$ cat src/rtl/uart_rx_fifo.sv
// Receive FIFO between the UART core and the processor bus: drains the core's
// one-entry buffer into DEPTH {fe,data} entries with a first-word-fall-through read port.
// Optional threshold interrupt enabled by defining UART_RX_FIFO_THRESH_IRQ_EN.
module uart_rx_fifo #(
    parameter int AW = 4
) (
    input  logic          clk,
    input  logic          resetb,
    input  logic [7:0]    core_q,
    input  logic          core_dv,
    input  logic          core_fe,
    input  logic          core_ove,
    output logic          core_rd,
    input  logic          rd,
    output logic [7:0]    q,
    output logic          qfe,
    output logic          empty,
    output logic          full,
    output logic [AW:0]   count,
    output logic          ovf,
    input  logic          clr_ovf
`ifdef UART_RX_FIFO_THRESH_IRQ_EN
    ,
    input  logic          wrthr,
    input  logic [AW:0]   thr_d,
    output logic          irq
`endif
);

    localparam int DEPTH = 2 ** AW;
    localparam logic [AW:0]   CNT_FULL = {1'b1, {AW{1'b0}}};
    localparam logic [AW:0]   CNT_ZERO = {(AW+1){1'b0}};
    localparam logic [AW:0]   CNT_ONE  = {{AW{1'b0}}, 1'b1};
    localparam logic [AW-1:0] PTR_ZERO = {AW{1'b0}};
    localparam logic [AW-1:0] PTR_ONE  = {{(AW-1){1'b0}}, 1'b1};

    logic [8:0]    mem_q [DEPTH];
    logic [AW-1:0] wp_q, wp_d;
    logic [AW-1:0] rp_q, rp_d;
    logic [AW:0]   count_q, count_d;
    logic          ovf_q, ovf_d;
    logic          core_rd_q, core_rd_d;
    logic          cap_s, push_s, pop_s, full_s, empty_s;

    // Masking cap with the pending strobe guarantees each byte is drained once.
    // Pointer, count, strobe and overflow next-state logic.
    always_comb begin
        full_s    = (count_q == CNT_FULL);
        empty_s   = (count_q == CNT_ZERO);
        cap_s     = core_dv & ~core_rd_q;
        pop_s     = rd & ~empty_s;
        push_s    = cap_s & (~full_s | pop_s);
        core_rd_d = cap_s;
        wp_d      = wp_q;
        rp_d      = rp_q;
        count_d   = count_q;
        ovf_d     = ovf_q;
        if (push_s) begin
            wp_d = wp_q + PTR_ONE;
        end else begin
            wp_d = wp_q;
        end
        if (pop_s) begin
            rp_d = rp_q + PTR_ONE;
        end else begin
            rp_d = rp_q;
        end
        case ({push_s, pop_s})
            2'b10:   count_d = count_q + CNT_ONE;
            2'b01:   count_d = count_q - CNT_ONE;
            default: count_d = count_q;
        endcase
        // A set condition wins over a same-cycle clear.
        if (cap_s & (core_ove | (full_s & ~pop_s))) begin
            ovf_d = 1'b1;
        end else if (clr_ovf) begin
            ovf_d = 1'b0;
        end else begin
            ovf_d = ovf_q;
        end
    end

    // Control state registers.
    always_ff @(posedge clk or negedge resetb) begin
        if (!resetb) begin
            wp_q      <= PTR_ZERO;
            rp_q      <= PTR_ZERO;
            count_q   <= CNT_ZERO;
            ovf_q     <= 1'b0;
            core_rd_q <= 1'b0;
        end else begin
            wp_q      <= wp_d;
            rp_q      <= rp_d;
            count_q   <= count_d;
            ovf_q     <= ovf_d;
            core_rd_q <= core_rd_d;
        end
    end

    // Entry storage; contents intentionally survive reset.
    always_ff @(posedge clk) begin
        if (push_s) begin
            mem_q[wp_q] <= {core_fe, core_q};
        end
    end

    assign core_rd = core_rd_q;
    assign q       = mem_q[rp_q][7:0];
    assign qfe     = mem_q[rp_q][8];
    assign empty   = empty_s;
    assign full    = full_s;
    assign count   = count_q;
    assign ovf     = ovf_q;

`ifdef UART_RX_FIFO_THRESH_IRQ_EN
    logic [AW:0] thr_q, thr_next_s;
    logic        irq_q, irq_d;

    // Threshold load and registered interrupt, one cycle behind the count.
    always_comb begin
        thr_next_s = thr_q;
        if (wrthr) begin
            thr_next_s = thr_d;
        end else begin
            thr_next_s = thr_q;
        end
        irq_d = (count_q >= thr_q) | ovf_q;
    end

    // Threshold and interrupt registers.
    always_ff @(posedge clk or negedge resetb) begin
        if (!resetb) begin
            thr_q <= CNT_ONE;
            irq_q <= 1'b0;
        end else begin
            thr_q <= thr_next_s;
            irq_q <= irq_d;
        end
    end

    assign irq = irq_q;
`endif

endmodule

$ cat config.mk
export PLATFORM = sky130hd
export DESIGN_NAME = uart_rx_fifo
export DESIGN_NICKNAME = d
export VERILOG_FILES = /design/src/rtl/uart_rx_fifo.sv
export SDC_FILE = /design/constraint.sdc
export NUM_CORES = 1
export LEC_CHECK = 0
export ABC_AREA = 0
export BUFFER_PORTS_ARGS = -buffer_cell sky130_fd_sc_hd__buf_2
export CAP_MARGIN = 20
export CORE_MARGIN = 8
export CORE_UTILIZATION = 44
export DETAILED_ROUTE_END_ITERATION = 12
export PLACE_DENSITY_LB_ADDON = 0.08
export SLEW_MARGIN = 20
export SYNTH_ARGS = -nofsm -noshare
export SYNTH_HDL_FRONTEND = slang
export SYNTH_SLANG_ARGS = --single-unit
export TNS_END_PERCENT = 100
$ cat constraint.sdc
create_clock -name clk -period 5.95 [get_ports clk]
set_input_delay 0.2975 -clock clk [delete_from_list [all_inputs] [get_ports clk]]
set_output_delay 0.2975 -clock clk [all_outputs]
set_load 0.01 [all_outputs]
==> results.json <==
{
  "rsz0062_at_grt": "no",
  "design.die.area_sq_um": 18800,
  "start_kind": "register",
  "grt_pass1_wl_um": 20500,
  "maxCapViolations": 0,
  "antenna_cells": 0,
  "globalplace.congestion": 0.822,
  "drtIter0Drc": 188,
  "ys_ff_latch": 159,
  "cts_buffers": 17,
  "synthArstFlopShare": 0.0943,
  "pre_cts_ws_ns": 3.09,
  "setup_ws_ns": 2.99,
  "synth_area_leaders": "edfxtp_1 67%, mux4_2 13%, dfrtp_1 5.8%, a22oi_1 2.1%, nand2_1 1.6%",
  "synthTopCellsByCount": "144 x edfxtp_1, 36 x mux4_2, 27 x nand2_1, 18 x a22oi_1, 15 x dfrtp_1",
  "area_growth_pct": 15.2,
  "synth_ff_type": "edfxtp_1",
  "io_pins": 33,
  "drt-total-wl_um": 13200,
  "setup_viol": 0,
  "p_total_mw": 3.64,
  "vias_per_cell": 5.55,
  "synth.cell_area_sq_um": 6470,
  "grt.total_usage": 0.154,
  "syn_nets": 366,
  "fp.dieW_um": 137,
  "clkTransAtPathRegs_ns": 0.06,
  "ys_types": 41,
  "core_sq_um": 14500,
  "wl_per_cell_um": 23.0,
  "via_count": 3193,
  "place_area_sq_um": 6800,
  "status": "completed",
  "relSlewSlack": 0.360,
  "path_class": "register to primary output",
  "antenna_found_initial": 0,
  "io_buffers": 32,
  "final_cell_area_sq_um": 7460,
  "detailed_place_hpwl_um": 8360,
  "clockBufferDepth": 2,
  "hold_class": "input port to register",
  "cp-end-kind": "primary output",
  "worst_slew_pin_slew_ns": 0.957,
  "fin_crit_ns": 2.96,
  "p_per_area_nw_per_um2": 488,
  "final_cells": 575,
  "whs_ns": 0.0742,
  "cts.sinks": 159,
  "initial_core_util": 0.447,
  "postCtsSetupRepairBufs": 0,
  "max_freq_ghz": 0.338,
  "worstPathRequired_ns": 5.65,
  "grt_max_degree": 40,
  "synth.avg_cell_area_sq_um": 18.9,
  "drive_gt1_frac": 0.258,
  "post-route-period-util": 0.498,
  "fin_nets": 403,
  "grt_overflow": 0,
  "post-route-util": 0.515,
  "clk_latency_ns": 0.42,
  "synth_edf_count": 144,
  "grt_pass1_vias": 3387,
  "placed_cells": 543,
  "rows": 44,
  "fin_worst_skew_ns": 0.00470,
  "clock-root-buffer": "clkbuf_16",
  "antenna_left": 0,
  "arrival_ns": 2.66,
  "hold_viol": 0,
  "final.setup.tns_ns": 0,
  "cts_tree": "yes",
  "dr.pass1.iters": 4,
  "ys.warnings.count": 0,
  "die_height_um": 137,
  "synth_top_cell_by_area": "edfxtp_1",
  "seq_area_frac_synth": 0.726,
  "p_leak_nw": 2.56,
  "yosysMostFrequentCell": "edfxtp_1",
  "crit_fanout": 39,
  "synth_top_area_share": 0.668,
  "drv_slew": 0,
  "syn_inst": 342,
  "ir_drop_v": 0.000309,
  "cts_max_level": 4,
  "post-route-drc-count": 0
}
-- registers in the layout, summed over array words and instances, names as in the netlist --
| signal | cells |
|---|---|
| rp_q | 4 |
| mem_q | 144 |
| core_rd | 1 |
| ovf | 1 |
| count | 5 |
| wp_q | 4 |
-- worst max-delay path: stages (launching register included) --
cell and delay, ns:
dfrtp_2 0.33, buf_4 0.62, mux4_2 0.60, a22oi_1 0.34, nand2_1 0.16, buf_2 0.18
-- layout make-up --
cell class | instances | area (sq um)
Multi-Input combinational cell | 158 | 1660
Tap cell | 184 | 230
Sequential cell | 159 | 4700
Fill cell | 1159 | 7020
Clock buffer | 18 | 429
Timing Repair Buffer | 35 | 185
Inverter | 8 | 30.0
Clock inverter | 13 | 218
-- logic make-up (layout without fill, tap and decap cells) --
family | after synthesis | in the layout | synth area share
muxes | 37 | 37 | 0.127
buffers and inverters | 25 | 74 | 0.0166
adders and majority gates | 9 | 9 | 0.0186
xor gates and xnor gates | 8 | 8 | 0.0108
and+or+nand+nor | 63 | 63 | 0.0520
DFF | 159 | 159 | 0.726
AOI/OAI and AO/OA | 41 | 41 | 0.0487
-- metal layers --
layer / up-vias / wire length, um / GRT usage
met5: - / 0 / 0
li1: 1450 / - / -
met4: 0 / 194 / 0.0616
met1: 1671 / 5740 / 0.189
met3: 17 / 386 / 0.0336
met2: 55 / 6910 / 0.261
-- where the power goes --
group | switching (mW) | leakage, nW | total (mW) | internal [mW]
Combinational | 0.577 | 0.767 | 1.04 | 0.460
Sequential | 0.0766 | 1.48 | 1.41 | 1.33
Clock | 0.409 | 0.314 | 1.19 | 0.779
Total | 1.06 | 2.56 | 3.64 | 2.57
-- placed cells by master (no fill, tap or decap), types with 8 or more instances in the layout --
cell type,n
inv_1,8
xnor2_1,8
ha_1,8
mux4_2,36
and2_1,14
buf_2,32
nand2_1,27
edfxtp_1,144
dfrtp_1,14
clkbuf_16,17
a22oi_1,18
-- path summary, 6_finish.rpt --
kind                       slack (ns)     start  depth (start not counted)       end
min in group asynchronous        0.33    resetb                          2       ovf
max reg2reg                      3.06  count[1]                          8  count[4]
min reg2reg                      0.54       ovf                          2       ovf
max                              2.99   rp_q[0]                          5       qfe
max in group asynchronous        5.32    resetb                          2   rp_q[0]
min                              0.07   clr_ovf                          2       ovf
-- timing repair --
action	4_1_cts	5_1_grt
endpoints found under the hold margin	15	0
hold buffers	1	0
resized for setup	0	0
(Power assumes the default switching activity.)
